--- src/rtl/debounce_scheduler.sv ---
// debounce_scheduler: debounces NUM_BTNS active-low pushbuttons with one
// shared wait timer. Channels that see a press queue for the timer; a
// round-robin arbiter hands it to one channel at a time, and on expiry the
// owner is sampled once and a single-cycle press pulse is emitted if held.
module debounce_scheduler #(
  parameter int NUM_BTNS    = 4,
  parameter int WAIT_CYCLES = 480000,
  parameter int CNT_W       = 20,
  localparam int OWN_W      = $clog2(NUM_BTNS)
) (
  input  logic                clk,
  input  logic                rst,
  input  logic [NUM_BTNS-1:0] btn_n,
  output logic [NUM_BTNS-1:0] press,
  output logic                busy,
  output logic [OWN_W-1:0]    owner
);

  localparam logic [1:0] CH_HIGH = 2'd0;
  localparam logic [1:0] CH_ARM  = 2'd1;
  localparam logic [1:0] CH_PEND = 2'd2;
  localparam logic [1:0] CH_WAIT = 2'd3;

  localparam logic T_IDLE = 1'b0;
  localparam logic T_RUN  = 1'b1;

  logic [NUM_BTNS-1:0]      sync1_q, sync2_q;
  logic [NUM_BTNS-1:0]      pressed;
  logic [NUM_BTNS-1:0][1:0] chState_q, chState_d;
  logic                     timerState_q, timerState_d;
  logic [CNT_W-1:0]         cnt_q, cnt_d;
  logic [OWN_W-1:0]         owner_q, owner_d;
  logic [OWN_W-1:0]         rrPtr_q, rrPtr_d;
  logic [NUM_BTNS-1:0]      press_q, press_d;
  logic [NUM_BTNS-1:0]      pendVec;
  logic                     grantValid;
  logic [OWN_W-1:0]         grantIdx;
  logic [OWN_W:0]           candSum;
  logic                     grantFire;
  logic                     expire;

  assign pressed = ~sync2_q;
  assign press   = press_q;
  assign busy    = (timerState_q == T_RUN);
  assign owner   = owner_q;

  assign expire    = (timerState_q == T_RUN) && (cnt_q == CNT_W'(WAIT_CYCLES - 1));
  assign grantFire = (timerState_q == T_IDLE) && grantValid;

  // Two-flop synchronizer; resets to the released (high) level so no channel sees a press.
  always_ff @(posedge clk or posedge rst) begin
    if (rst) begin
      sync1_q <= '1;
      sync2_q <= '1;
    end else begin
      sync1_q <= btn_n;
      sync2_q <= sync1_q;
    end
  end

  // Round-robin search: first pending channel at or after rrPtr, wrapping around.
  always_comb begin
    grantValid = 1'b0;
    grantIdx   = '0;
    candSum    = '0;
    for (int i = 0; i < NUM_BTNS; i++) begin
      pendVec[i] = (chState_q[i] == CH_PEND);
    end
    for (int k = 0; k < NUM_BTNS; k++) begin
      candSum = {1'b0, rrPtr_q} + (OWN_W + 1)'(k);
      if (candSum >= (OWN_W + 1)'(NUM_BTNS)) begin
        candSum = candSum - (OWN_W + 1)'(NUM_BTNS);
      end
      if (!grantValid && pendVec[candSum[OWN_W-1:0]]) begin
        grantValid = 1'b1;
        grantIdx   = candSum[OWN_W-1:0];
      end
    end
  end

  // Per-channel edge tracking: wait for a release, then a press, then queue for the timer.
  always_comb begin
    chState_d = chState_q;
    for (int i = 0; i < NUM_BTNS; i++) begin
      case (chState_q[i])
        CH_HIGH: if (!pressed[i]) chState_d[i] = CH_ARM;
        CH_ARM:  if (pressed[i])  chState_d[i] = CH_PEND;
        CH_PEND: if (grantFire && (grantIdx == OWN_W'(i))) chState_d[i] = CH_WAIT;
        CH_WAIT: if (expire) chState_d[i] = CH_HIGH;
        default: chState_d[i] = CH_HIGH;
      endcase
    end
  end

  // Shared timer: grants only from idle, so a new grant always lands one edge after an expiry.
  always_comb begin
    timerState_d = timerState_q;
    cnt_d        = cnt_q;
    owner_d      = owner_q;
    rrPtr_d      = rrPtr_q;
    press_d      = '0;
    if (timerState_q == T_IDLE) begin
      if (grantValid) begin
        timerState_d = T_RUN;
        cnt_d        = '0;
        owner_d      = grantIdx;
        rrPtr_d      = (grantIdx == OWN_W'(NUM_BTNS - 1)) ? '0 : grantIdx + OWN_W'(1);
      end
    end else if (expire) begin
      timerState_d     = T_IDLE;
      press_d[owner_q] = pressed[owner_q];
    end else begin
      cnt_d = cnt_q + CNT_W'(1);
    end
  end

  // State registers; reset discards any in-flight wait without a pulse.
  always_ff @(posedge clk or posedge rst) begin
    if (rst) begin
      chState_q    <= '0;
      timerState_q <= T_IDLE;
      cnt_q        <= '0;
      owner_q      <= '0;
      rrPtr_q      <= '0;
      press_q      <= '0;
    end else begin
      chState_q    <= chState_d;
      timerState_q <= timerState_d;
      cnt_q        <= cnt_d;
      owner_q      <= owner_d;
      rrPtr_q      <= rrPtr_d;
      press_q      <= press_d;
    end
  end

endmodule

--- config.mk ---
export PLATFORM = sky130hd
export DESIGN_NAME = debounce_scheduler
export DESIGN_NICKNAME = d
export VERILOG_FILES = /design/src/rtl/debounce_scheduler.sv
export SDC_FILE = /design/constraint.sdc
export NUM_CORES = 1
export LEC_CHECK = 0
export CAP_MARGIN = 10
export CORE_UTILIZATION = 35
export CTS_CLUSTER_SIZE = 8
export DETAILED_ROUTE_END_ITERATION = 8
export SLEW_MARGIN = 30
export SYNTH_ARGS = -nofsm -noshare
export SYNTH_HDL_FRONTEND = slang
export SYNTH_SLANG_ARGS = --single-unit
export TNS_END_PERCENT = 50
--- constraint.sdc ---
create_clock -name clk -period 5.3 [get_ports clk]
set_input_delay 0.53 -clock clk [delete_from_list [all_inputs] [get_ports clk]]
set_output_delay 0.53 -clock clk [all_outputs]
set_load 0.005 [all_outputs]
Word level (Yosys, flattened, before mapping)
Cells that the tools add are included.

cells by class
  $lt $le $gt $ge = 10
  mux-type cells = 50
  bitwise operators = 3
  reductions and logical operators = 25
  eq/ne operators = 33
  $add $sub $neg = 9

operators with widths
  kind                   number
  $mux 20                3
  $mux 2                 22
  $pmux 2 s4             4
  $ne 2x2->1 const B     13
  $add 20x1->20 const B  1
  $eq 2x2->1 const B     10
  $eq 20x19->1 const B   1
  $reduce_and 4->1       4
  $lt 2x3->1 const B     5
  $mux 1                 13
  $bmux 1 s2             5
  $eq 2x1->1 const B     5
  $logic_and 1x1->1      10
  $logic_not 2->1        5
  $ge 3x3->1 const B     3
  $mux 4                 2
  $ne 2x1->1 const B     4
  $sub 2x1->2 const B    4
  $add 2x2->3 const B    2
  $and 4x4->4            1
  $not 4->4              1
  $reduce_and 2->1       2
  $add 2x1->3 const B    1
  $ge 2x3->1 const B     1
  6 further kinds        8

word-level totals
  bits in registers = 45
  output and inout bits = 7
  word-level logic and storage cells = 141

Depth between registers and ports, before layout
Gate-level depths: netlist of run 1.

  depth after elaboration = 18
  mapped depth = 14
  gate-level depth less buffers = 13

Worst setup path before layout of run 1
OpenSTA, ideal clock, no wires.

  kind = reg-to-reg
  from = reg chState_q[4] in the netlist's numbering
  to = reg chState_q[1] in the netlist's numbering
  buffers on the path = 0
  slack = 2.398 ns
  setup time = 0.128 ns
  stages on the path, launching flop included = 13
  data arrival time = 2.774 ns
  path through = dfrtp_1 > inv_1 > ha_1 > mux4_2 > a21oi_1 > xor2_1 > nand2_1 > ha_1 > nor2b_1 > and2_0 > a311oi_1 > a211oi_2 > mux2_1

on the way
  word-level cells in the longest chain between the ends = 17
  elaborated cells between the ends (all ways) = 28
  classes of those cells = eq/ne (2); mux (16); reduce/logical (10)

ends and longest elaborated chain
  item                                                         line    RTL
  start, declared                                              29      logic [NUM_BTNS-1:0][1:0] chState_q, chState_d;
  start signal, assigned                                       127     chState_q <= chState_d;
  $eq 2x2->1 *                                                 67      pendVec[i] = (chState_q[i] == CH_PEND);
  $bmux 1 s2                                                   74      if (!grantValid && pendVec[candSum[OWN_W-1:0]]) begin
  $mux 1 (not written as such)                                 74
  $mux 1                                                       74
  $logic_not 1->1                                              74
  $logic_and 1x1->1                                            74
  $mux 1                                                       74
  $logic_not 1->1                                              74
  $logic_and 1x1->1                                            74
  $mux 1                                                       74
  $logic_not 1->1                                              74
  $logic_and 1x1->1                                            74
  $mux 2 / $mux 1 (equally long branches)                      74
  $logic_not 2->1 / $logic_and 1x1->1 (equally long branches)  88, 48
  $logic_and 1x1->1 *                                          88      CH_PEND: if (grantFire && (grantIdx == OWN_W'(i))) chState_d[i] = CH_WAIT;
  $ne 2x1->1 (no source line) *                                -
  $reduce_and 4->1 (no source line) *                          -

Mark *: on every way between the ends. The rest lies on a longest branch, timed or not. The select of a mux whose other input is x is not followed.
A chain may end at the register's enable or synchronous reset.

Worst setup path after layout of run 1
  from = reg rrPtr_q[0]
  to = reg chState_q[1] in the netlist's numbering

on the way
  word-level cells in the longest chain between the ends = 18
  elaborated cells between the ends (all ways) = 42
  classes of those cells = add/sub (7); order compare (4); eq/ne (1); mux (20); reduce/logical (10)

ends and longest elaborated chain
  item                                                                  line  RTL
  start, declared                                                       33    logic [OWN_W-1:0] rrPtr_q, rrPtr_d;
  start signal, assigned                                                131   rrPtr_q <= rrPtr_d;
  parallel branches: the longest is 15 deep, another holds $add 2x1->3  -
  $logic_and 1x1->1 *                                                   88
  $ne 2x1->1 (no source line) *                                         -
  $reduce_and 4->1 (no source line) *                                   -

Every way passes the cells marked *. The select of a mux whose other input is x is not followed.

==> Implementation_results.wiki, run 1 <==
{| class="wikitable"
! Metric !! Value
|-
| Max-cap viol count || 0
|-
| Switching power share of the total || 41.5%
|-
| Setup slack of the critical path after layout || 2040 ps
|-
| Layout filler cell count || 734
|-
| Mean cell area of the mapped netlist || 10.6 µm²
|-
| Final GP Congestion || 0.784
|-
| Family with the most delay on the worst path || multiplexers
|-
| Final-stage net count || 292
|-
| Die height || 88.6 µm
|-
| Power per standard cell area || 498 mW/mm²
|-
| Maximum buffer depth of the clock tree || 2
|-
| Critical Path, Cell by Cell || mux4_2, a21oi_1, xor2_1, nand2_1, ha_1, nor2b_1, and2_0, a311oi_1, a211oi_2, mux2_1
|-
| Die W || 88.6 µm
|-
| Slew headroom || 49.0%
|-
| Routed Antenna Nets || 0
|-
| Number of resized instances in the post-cts repair step || 0
|-
| Worst EP required || 5480 ps
|-
| Hold buffer count at cts || 0
|-
| Clock power share || 15.3%
|-
| Number of pins with negative max-slew slack in the final report || 0
|-
| Max Clk Rate || 0.307 GHz
|-
| Kind of start point of the critical path || flop
|-
| Post-route DRC violation count || 0
|-
| Via count || 1887
|-
| Total die area || 0.00786 mm²
|-
| Number of detailed-routing iterations run before antenna repair || 4
|-
| Final Skew || 10.5 ps
|-
| Number of buffers added by the clock tree synthesis step || 5
|-
| Diodes inserted || 0
|-
| Global-route congestion overflow total || 0
|-
| Worst Hold Slack || 359 ps
|-
| H-Tree Level Count || 2
|-
| Number of setup violations in the final report || 0
|-
| Fraction of registers with async set/reset || 100%
|-
| Number of sinks on the clock net || 45
|-
| Total negative slack || 0 ps
|-
| Yosys warning count || 0
|-
| Category of the critical setup timing path || flop to flop
|-
| Average wire length per cell after detail routing || 14.1 µm
|-
| IO buf count || 12
|-
| Combinational fraction of design power || 47.9%
|-
| Hold Fails Final Rpt || 0
|-
| Number of nets in the synthesized netlist || 279
|-
| Top_reg_cell synth || sky130_fd_sc_hd__dfrtp_1
|-
| Mapped Cells || 248
|-
| First-pass GRT wire length || 8880 µm
|-
| Power Internal || 855 µW
|-
| Maximum fanout along the worst path || 14
|-
| Share of the clock period used by the worst path || 61.4%
|-
| Skew-Pair Late Insertion Delay || 300 ps
|-
| Vias in the first global route || 1890
|-
| Maximum number of pins on one net before global-route repair || 46
|-
| Max stage delay cell, worst path || sky130_fd_sc_hd__mux4_2
|-
| Fraction of the core area covered by cells at the end of the flow || 40.4%
|-
| CP Buf/Inv Count || 0
|-
| Register area share after synthesis || 43.2%
|-
| CP Data Arrival Time || 3440 ps
|-
| Layout cell share with drive strength beyond 1 || 13.4%
|-
| Flop-to-flop setup slack || 2040 ps
|-
| Global-route usage over all layers || 14.7%
|-
| RSZ-0062 raised after global routing || no
|-
| Clk Tree Root Cell || sky130_fd_sc_hd__clkbuf_8
|-
| Synth Cell Area || 0.00263 mm²
|-
| Area growth from synthesis to final layout || 11.6%
|-
| Tightest Hold Check Type || flop to flop
|-
| Outcome || finished, final reports clean
|-
| Overall routed net length || 5090 µm
|-
| Site row count || 31
|-
| Post-detail-place hpwl || 3580 µm
|-
| Critical path endpoint category || flop
|-
| Floorplan core area || 0.00725 mm²
|-
| Top library cells by usage in the layout, fill and taps aside || sky130_fd_sc_hd__dfrtp_1 (37), sky130_fd_sc_hd__ha_1 (25), sky130_fd_sc_hd__nand2_1 (18)
|-
| First DRT Iteration DRCs || 118
|-
| Actual slew at the worst max-slew pin || 765 ps
|-
| Worst-case vdd ir drop || 153 µV
|-
| Leakage power total || 1.30 nW
|-
| Pre-CTS worst setup slack || 2120 ps
|-
| Number of ports placed on the die boundary || 13
|-
| Post-synth EDFFs || 0
|-
| Vias per std cell || 5.23
|-
| Clock tree from TritonCTS || built
|-
| Setup fix buffers added after clock tree synthesis || 0
|-
| Initial antenna violation count || 0
|-
| Clock edge transition at the registers on the reported setup and hold paths || 80 ps
|-
| Initial standard-cell utilization of the core || 36.2%
|-
| Delay of the slowest cell on the worst path || 650 ps
|-
| Synthesis-stage register bit count || 45
|-
| Most common cell after layout, fill and taps aside || sky130_fd_sc_hd__dfrtp_1
|-
| Register share of total power || 36.8%
|-
| Number of distinct library cells after synthesis || 52
|-
| Switching power summed over all nets || 606 µW
|-
| Clock period minus final worst setup slack || 3260 ps
|}
flip-flops by register name, indices dropped and copies added (netlist names):
register / flops
chState_q: 8
sync1_q: 4
owner: 2
rrPtr_q: 2
press: 4
cnt_q: 20
sync2_q: 4
busy: 1
logic make-up after synthesis:
kind of cell	synth area share [%]
mux	8.24
buf+inv	3.86
flops	43.2
xor+xnor	1.67
compound gates	13.1
simple gates	18.0
fa+ha+maj	11.9
through the flow:
| step | total power [mW] | cell area [µm²] | std cells |
|---|---|---|---|
| after floorplan | 1.06 | 2630 | 248 |
| final | 1.46 | 2930 | 361 |
| after global placement | 1.22 | 2840 | 353 |
| after global routing | 1.60 | 2930 | 361 |
| after detailed placement | 1.24 | 2840 | 353 |
| after CTS | 1.48 | 2930 | 361 |
synth_stat cells (3+ instances only):
library cell,count,area share (%)
sky130_fd_sc_hd__nand4_1,4,0.95
sky130_fd_sc_hd__xnor2_1,3,1.0
sky130_fd_sc_hd__nor3_1,3,0.57
sky130_fd_sc_hd__nor4_1,4,0.95
sky130_fd_sc_hd__nor2_1,12,1.7
sky130_fd_sc_hd__inv_1,16,2.3
sky130_fd_sc_hd__dfrtp_1,37,35
sky130_fd_sc_hd__o31ai_1,3,0.86
sky130_fd_sc_hd__o21ai_0,11,2.1
sky130_fd_sc_hd__mux2_2,8,3.4
sky130_fd_sc_hd__and3_1,7,1.7
sky130_fd_sc_hd__nand3_1,13,2.5
sky130_fd_sc_hd__dfstp_2,8,8.0
sky130_fd_sc_hd__and2_1,3,0.71
sky130_fd_sc_hd__clkbuf_1,5,0.71
sky130_fd_sc_hd__nor2b_1,3,0.71
sky130_fd_sc_hd__a221oi_2,3,1.7
sky130_fd_sc_hd__mux2_1,3,1.3
sky130_fd_sc_hd__nand2_1,18,2.6
sky130_fd_sc_hd__o211ai_1,3,0.86
sky130_fd_sc_hd__a2bb2oi_1,3,1.0
sky130_fd_sc_hd__a21oi_1,8,1.5
sky130_fd_sc_hd__a41oi_1,3,1.0
sky130_fd_sc_hd__ha_1,25,12
sky130_fd_sc_hd__o311ai_0,3,1.0
sky130_fd_sc_hd__mux2i_1,7,2.7
path summary, 6_finish.rpt:
kind	from	cells after the start	to
setup reg to reg	rrPtr_q[0]	10	chState_q[1]
max in group asynchronous	rst	2	chState_q[3]
min in group asynchronous	rst	2	cnt_q[0]
setup / recovery	rrPtr_q[0]	10	chState_q[1]
hold / removal	sync1_q[0]	0	sync2_q[0]
hold reg to reg	sync1_q[0]	0	sync2_q[0]
metal layers:
metal  track usage (%)  vias to the layer above  wire length, µm  part of all wire [%]
li1                  -                      926                -                     -
met3              3.26                       12              192                   3.8
met1              19.3                      900             2480                    49
met2              23.2                       49             2280                    45
met4              6.74                        0              127                   2.5
met5                 0                        -                0                     0
cell type report:
type | instances | area (µm²) | area share, %
sequential | 45 | 1140 | 38.7
tap | 99 | 124 | 4.22
inverter | 17 | 65.1 | 2.22
multi-input combinational | 179 | 1390 | 47.4
clock buffer | 8 | 90.1 | 3.07
timing repair buffer | 13 | 128 | 4.35
worst reg2reg max path: stages (launching register included):
cell                       delay, ps
sky130_fd_sc_hd__dfrtp_1         620
sky130_fd_sc_hd__mux4_2          650
sky130_fd_sc_hd__a21oi_1         200
sky130_fd_sc_hd__xor2_1          290
sky130_fd_sc_hd__nand2_1         140
sky130_fd_sc_hd__ha_1            210
sky130_fd_sc_hd__nor2b_1         130
sky130_fd_sc_hd__and2_0          170
sky130_fd_sc_hd__a311oi_1        310
sky130_fd_sc_hd__a211oi_2         90
sky130_fd_sc_hd__mux2_1          320
power by group through the flow:
stage / registers (mW) / logic [mW] / clock network, mW
floorplan: 0.506 / 0.559 / 0
global placement: 0.539 / 0.677 / 0
detailed placement: 0.545 / 0.695 / 0
CTS: 0.538 / 0.702 / 0.235
global route: 0.556 / 0.795 / 0.246
finish: 0.538 / 0.699 / 0.224
Power figures use the tool's default switching activity.
==> run 2, diff against run 1 <==
==> constraint.sdc (replaced) <==
create_clock -name clk -period 2.9 [get_ports clk]
set_input_delay 0.29 -clock clk [delete_from_list [all_inputs] [get_ports clk]]
set_output_delay 0.29 -clock clk [all_outputs]
set_load 0.005 [all_outputs]
==> run 2 against run 1 <==
Routed wire length is 9.6% higher. Global-route usage is 0.84 points higher. Sequential power is 75% higher. First-iteration DRC count is 39% lower. Fmax is 14% higher. Sequential cell count stayed put. Die area stayed put. Core utilization is 5.0 points higher. Critical path type unchanged.
==> Implementation_results.wiki, run 2 (synthesis gave the netlist of run 1 again) <==
{| class="wikitable"
! Metric !! Value
|-
| Registers with the most flip-flops || cnt_q x20, chState_q x8
|-
| Outcome || finished, final reports clean
|-
| Maximum number of pins on one net before global-route repair || 30
|-
| Vias per std cell || 5.11
|-
| Layout cell share with drive strength beyond 1 || 30.3%
|-
| Switching power share of the total || 38.5%
|-
| CP Data Arrival Time || 3050 ps
|-
| Clock edge transition at the registers on the reported setup and hold paths || 80 ps
|-
| Worst EP required || 3090 ps
|-
| Overall routed net length || 5570 µm
|-
| Maximum buffer depth of the clock tree || 2
|-
| Floorplan core area || 0.00725 mm²
|-
| Share of the clock period used by the worst path || 98.6%
|-
| Vias in the first global route || 2021
|-
| Most common cell after layout, fill and taps aside || sky130_fd_sc_hd__dfrtp_1
|-
| Final Skew || 8.70 ps
|-
| Number of detailed-routing iterations run before antenna repair || 4
|-
| Area growth from synthesis to final layout || 25.3%
|-
| Clock period minus final worst setup slack || 2860 ps
|-
| First DRT Iteration DRCs || 72
|-
| Actual slew at the worst max-slew pin || 626 ps
|-
| Via count || 2010
|-
| Global-route congestion overflow total || 0
|-
| Setup slack of the critical path after layout || 39.9 ps
|-
| Combinational fraction of design power || 57.8%
|-
| Power per standard cell area || 1040 mW/mm²
|-
| Max Clk Rate || 0.350 GHz
|-
| Worst-case vdd ir drop || 382 µV
|-
| Number of buffers added by the clock tree synthesis step || 5
|-
| Flip-flop count of the largest register, all copies and words added || 20
|-
| Initial standard-cell utilization of the core || 36.2%
|-
| Routed Antenna Nets || 0
|-
| Final-stage net count || 324
|-
| Hold Fails Final Rpt || 0
|-
| Site row count || 31
|-
| IO buf count || 12
|-
| Switching power summed over all nets || 1.31 mW
|-
| Clock tree from TritonCTS || built
|-
| Top library cells by usage in the layout, fill and taps aside || sky130_fd_sc_hd__dfrtp_1 (37), sky130_fd_sc_hd__buf_4 (33), sky130_fd_sc_hd__nand2_1 (17), sky130_fd_sc_hd__ha_1 (17), sky130_fd_sc_hd__nand3_1 (13)
|-
| Post-detail-place hpwl || 3830 µm
|-
| Largest register by flop count || cnt_q
|-
| H-Tree Level Count || 2
|-
| Tightest Hold Check Type || input pin to asynchronous set/reset pin
|-
| Max-cap viol count || 0
|-
| Maximum fanout along the worst path || 3
|-
| RSZ-0062 raised after global routing || yes
|-
| Number of setup violations in the final report || 0
|-
| Power Internal || 2.10 mW
|-
| Average wire length per cell after detail routing || 14.2 µm
|-
| Diodes inserted || 0
|-
| Global-route usage over all layers || 15.6%
|-
| Skew-Pair Late Insertion Delay || 310 ps
|-
| Slew headroom || 57.9%
|-
| Pre-CTS worst setup slack || -66.4 ps
|-
| Leakage power total || 1.46 nW
|-
| Kind of start point of the critical path || flop
|-
| Die height || 88.6 µm
|-
| Number of pins with negative max-slew slack in the final report || 0
|-
| Critical path endpoint category || flop
|-
| Worst Hold Slack || 270 ps
|-
| Initial antenna violation count || 0
|-
| Clk Tree Root Cell || sky130_fd_sc_hd__clkbuf_8
|-
| Category of the critical setup timing path || flop to flop
|-
| Register share of total power || 27.5%
|-
| Number of ports placed on the die boundary || 13
|-
| Number of sinks on the clock net || 45
|-
| Post-layout total power || 3.42 mW
|-
| Post-route DRC violation count || 0
|-
| Layout filler cell count || 717
|-
| Total die area || 0.00786 mm²
|-
| Final GP Congestion || 0.788
|-
| Die W || 88.6 µm
|-
| First-pass GRT wire length || 9310 µm
|-
| Clock power share || 14.7%
|}
-- run 2: area by class of cell --
class	instances	area [µm²]	area share [%]
timing repair buffer	45	368	11.2
clock buffer	7	86.3	2.62
inverter	17	63.8	1.94
clock inverter	1	30.0	0.912
tap	99	124	3.76
sequential	45	1140	34.5
multi-input combinational	179	1490	45.1
-- run 2: power groups by stage --
stage          registers [mW]  logic, mW  clock network [mW]
2_1_floorplan           0.924       1.02                   0
3_3_place_gp            0.932       1.59                   0
3_5_place_dp            0.934       1.63                   0
4_1_cts                 0.925       1.70               0.520
5_1_grt                 0.961       2.19               0.539
6_report                0.940       1.97               0.503
-- run 2: path summary, 6_finish.rpt --
kind / from / to / slack [ps] / cells past startpoint
max reg2reg: chState_q[5] / chState_q[7] / 40 / 10
min: rst / chState_q[5] / 270 / 2
max in group asynchronous: rst / rrPtr_q[0] / 1930 / 3
max: chState_q[5] / chState_q[7] / 40 / 10
min reg2reg: sync1_q[2] / sync2_q[2] / 360 / 0
min in group clk: sync1_q[2] / sync2_q[2] / 360 / 0
-- run 2: critical path, stage by stage (launching register included) --
cell,delay (ps)
sky130_fd_sc_hd__dfrtp_1,430
sky130_fd_sc_hd__ha_2,200
sky130_fd_sc_hd__mux4_2,500
sky130_fd_sc_hd__a21oi_4,150
sky130_fd_sc_hd__xor2_2,220
sky130_fd_sc_hd__and2_4,180
sky130_fd_sc_hd__ha_2,190
sky130_fd_sc_hd__and3_4,180
sky130_fd_sc_hd__a41oi_2,50
sky130_fd_sc_hd__a221oi_2,290
sky130_fd_sc_hd__mux2_1,350
-- run 2: per-stage QoR --
stage / cell area [µm²] / instances / utilization, % / setup TNS (ps)
CTS: 3170 / 387 / 43.6 / 0
floorplan: 2630 / 248 / - / 0
global placement: 3030 / 378 / 41.8 / 0
detailed placement: 3030 / 378 / 41.8 / -106
global route: 3290 / 393 / 45.4 / -379
finish: 3290 / 393 / 45.4 / 0
-- run 2: timing repair --
| item | CTS | global route |
|---|---|---|
| hold buffers | 0 | 0 |
| gates resized for setup | 4 | 23 |
| endpoints found under the setup margin | 4 | 8 |
| buffers inserted | 1 | 6 |
| pin swaps | 3 | 8 |
-- run 2: per-layer routing --
| layer | vias to the layer above | part of all wire [%] | GRT usage, % |
|---|---|---|---|
| met1 | 980 | 48 | 20.3 |
| met2 | 30 | 47 | 26.0 |
| met4 | 0 | 1.3 | 4.84 |
| met5 | - | 0 | 0 |
| met3 | 5 | 3.5 | 3.08 |
| li1 | 995 | - | - |
==> run 3, diff against run 2 <==
--- a/config.mk
+++ b/config.mk
@@ -6,9 +6,10 @@
 export NUM_CORES = 1
 export LEC_CHECK = 0
 export CAP_MARGIN = 10
-export CORE_UTILIZATION = 35
+export CORE_UTILIZATION = 54
 export CTS_CLUSTER_SIZE = 8
 export DETAILED_ROUTE_END_ITERATION = 8
+export PLACE_DENSITY = 0.76
 export SLEW_MARGIN = 30
 export SYNTH_ARGS = -nofsm -noshare
 export SYNTH_HDL_FRONTEND = slang
==> run 3 against run 2 <==
Combinational power rose by 12%. Global-route usage rose by 6.8 points. Design area rose by 0.34%. Non-clock buffer count rose by 4. Hold slack improved by 83 ps. Via count rose by 4.2%. Die area fell by 34%. First-iteration DRC count rose by 42%. Register-to-register slack got worse by 20 ps. Critical path type unchanged. Largest power group unchanged. Highest routed layer unchanged.
==> Implementation_results.wiki, run 3 (synthesis gave the netlist of run 1 again) <==
{| class="wikitable"
! Metric !! Value
|-
| Max-cap viol count || 0
|-
| Worst EP required || 3100 ps
|-
| Global-route congestion overflow total || 0
|-
| Final GP Congestion || 0.871
|-
| Max Clk Rate || 0.347 GHz
|-
| First DRT Iteration DRCs || 102
|-
| H-Tree Level Count || 2
|-
| Slew headroom || 48.5%
|-
| Hold Fails Final Rpt || 0
|-
| Final Skew || 12.2 ps
|-
| Total negative slack || 0 ps
|-
| Total die area || 0.00515 mm²
|-
| Routed Antenna Nets || 0
|-
| Global routing usage on met2 || 35.1%
|-
| Pre-CTS worst setup slack || -72.1 ps
|-
| Kind of start point of the critical path || flop
|-
| Post-route DRC violation count || 0
|-
| GR peak layer || met2
|-
| Maximum fanout along the worst path || 3
|-
| Final-stage net count || 328
|-
| Post-detail-place hpwl || 3690 µm
|-
| RSZ-0062 raised after global routing || yes
|-
| Floorplan core area || 0.00469 mm²
|-
| Number of ports placed on the die boundary || 13
|-
| Vias per std cell || 5.95
|-
| CP Data Arrival Time || 3080 ps
|-
| Global-route usage over all layers || 22.4%
|-
| Critical Path, Cell by Cell || inv_1, ha_2, mux4_2, a21oi_2, xor2_2, and2_4, ha_4, and3_4, a41oi_1, a221oi_2, mux2_1
|-
| Launching element of the worst setup path || chState_q[0]
|-
| Skew-Pair Late Insertion Delay || 300 ps
|-
| Area growth from synthesis to final layout || 25.8%
|-
| Flip-flop count of the largest register, all copies and words added || 20
|-
| Setup slack of the critical path after layout || 20.3 ps
|-
| Via count || 2094
|-
| Flop-to-flop setup slack || 20 ps
|-
| Cell Count Post-Placement || 333
|-
| Clock period minus final worst setup slack || 2880 ps
|-
| Crit path to || chState_q[3]
|-
| Die height || 71.8 µm
|-
| IO buf count || 12
|-
| Initial antenna violation count || 0
|-
| Family with the most delay on the worst path || multiplexers
|-
| FF-to-FF End || chState_q[3]
|-
| Most common cell after layout, fill and taps aside || sky130_fd_sc_hd__dfrtp_1
|-
| Reg2Reg Launch Point || chState_q[0]
|-
| Non-filler cells, final || 352
|-
| Layout cell share with drive strength beyond 1 || 33.6%
|-
| Maximum buffer depth of the clock tree || 2
|-
| Post-layout total power || 3.53 mW
|-
| Vias in the first global route || 1863
|-
| Hold buffer count at cts || 0
|-
| Share of the clock period used by the worst path || 99.3%
|-
| Clock tree from TritonCTS || built
|-
| Diodes inserted || 0
|-
| Actual slew at the worst max-slew pin || 772 ps
|-
| Critical path depth in cells || 11
|-
| Number of detailed-routing iterations run before antenna repair || 4
|-
| Average wire length per cell after detail routing || 15.9 µm
|-
| Registers with the most flip-flops || cnt_q x20, chState_q x8
|-
| Clk Tree Root Cell || sky130_fd_sc_hd__clkbuf_8
|-
| Power per standard cell area || 1070 mW/mm²
|-
| Worst-case vdd ir drop || 636 µV
|-
| Worst Reg-to-Reg Cells || 11
|-
| Maximum number of pins on one net before global-route repair || 46
|-
| Die W || 71.8 µm
|-
| Initial standard-cell utilization of the core || 56.0%
|-
| Category of the critical setup timing path || flop to flop
|-
| First-pass GRT wire length || 8820 µm
|-
| Critical path endpoint category || flop
|-
| Overall routed net length || 5610 µm
|-
| Site row count || 25
|-
| Leakage power total || 1.47 nW
|-
| Number of buffers added by the clock tree synthesis step || 5
|-
| Clock edge transition at the registers on the reported setup and hold paths || 90 ps
|-
| Delay of the slowest cell on the worst path || 500 ps
|-
| Tightest Hold Check Type || flop to flop
|-
| Top library cells by usage in the layout, fill and taps aside || sky130_fd_sc_hd__dfrtp_1 (37), sky130_fd_sc_hd__buf_4 (34), sky130_fd_sc_hd__nand2_1 (17)
|-
| Number of pins with negative max-slew slack in the final report || 0
|-
| Number of sinks on the clock net || 45
|-
| Met1 global-route usage || 31.2%
|-
| CP Buf/Inv Count || 1
|-
| Largest register by flop count || cnt_q
|-
| Max stage delay cell, worst path || sky130_fd_sc_hd__mux4_2
|-
| Outcome || finished, final reports clean
|-
| Source of the worst hold timing path || sync1_q[3]
|-
| Number of setup violations in the final report || 0
|-
| Met3 Track Usage GR || 4.64%
|}
-- run 3: cell count changes in the layout (fill, tap and decap cells not counted), sizes merged --
cell    before  now
buf         33   37
bufinv       1    0
clkinv       1    3
inv         16   15
-- run 3: repair_timing --
| item | in CTS | in global routing |
|---|---|---|
| hold endpoints to repair | 0 | 0 |
| buffers inserted | 2 | 9 |
| setup endpoints to repair | 4 | 7 |
| resized for setup | 9 | 32 |
| pin swaps | 4 | 9 |
-- run 3: worst min-delay path by stage --
stage                 end  slack (ps)  depth (start not counted)
2_1_floorplan  sync1_q[0]         290                          0
3_3_place_gp   sync2_q[1]         350                          0
3_5_place_dp   sync2_q[2]         350                          0
4_1_cts        sync2_q[3]         360                          0
5_1_grt        sync2_q[2]         360                          0
6_report       sync2_q[3]         350                          0
-- run 3: layout make-up --
cell class	count	area [µm²]
clock buffers	7	76.3
clock inverters	1	5.00
fillers	312	1390
inverters	17	65.1
multi-input cells	179	1550
flip-flops and latches	45	1140
well taps	54	67.6
repair buffers	49	409
-- run 3: routing by layer --
| metal | routed length, µm | vias to the layer above |
|---|---|---|
| li1 | - | 1003 |
| met1 | 2620 | 1021 |
| met2 | 2630 | 57 |
| met3 | 228 | 13 |
| met4 | 121 | 0 |
| met5 | 0 | - |
-- run 3: per-stage QoR --
stage          hold slack (ps)  area [µm²]  utilization (%)
6_report                   353        3300             70.4
5_1_grt                    365        3300             70.4
4_1_cts                    357        3090             65.9
3_5_place_dp               347        2970             63.4
3_3_place_gp               346        2970             63.4
2_1_floorplan              294        2630                -
-- run 3: power by group --
| group | internal [mW] | total, mW | switching [mW] | leakage (nW) |
|---|---|---|---|---|
| clock network | 0.170 | 0.386 | 0.217 | 0.0422 |
| logic | 1.15 | 2.21 | 1.06 | 0.867 |
| registers | 0.783 | 0.938 | 0.155 | 0.560 |
| total | 2.10 | 3.53 | 1.43 | 1.47 |
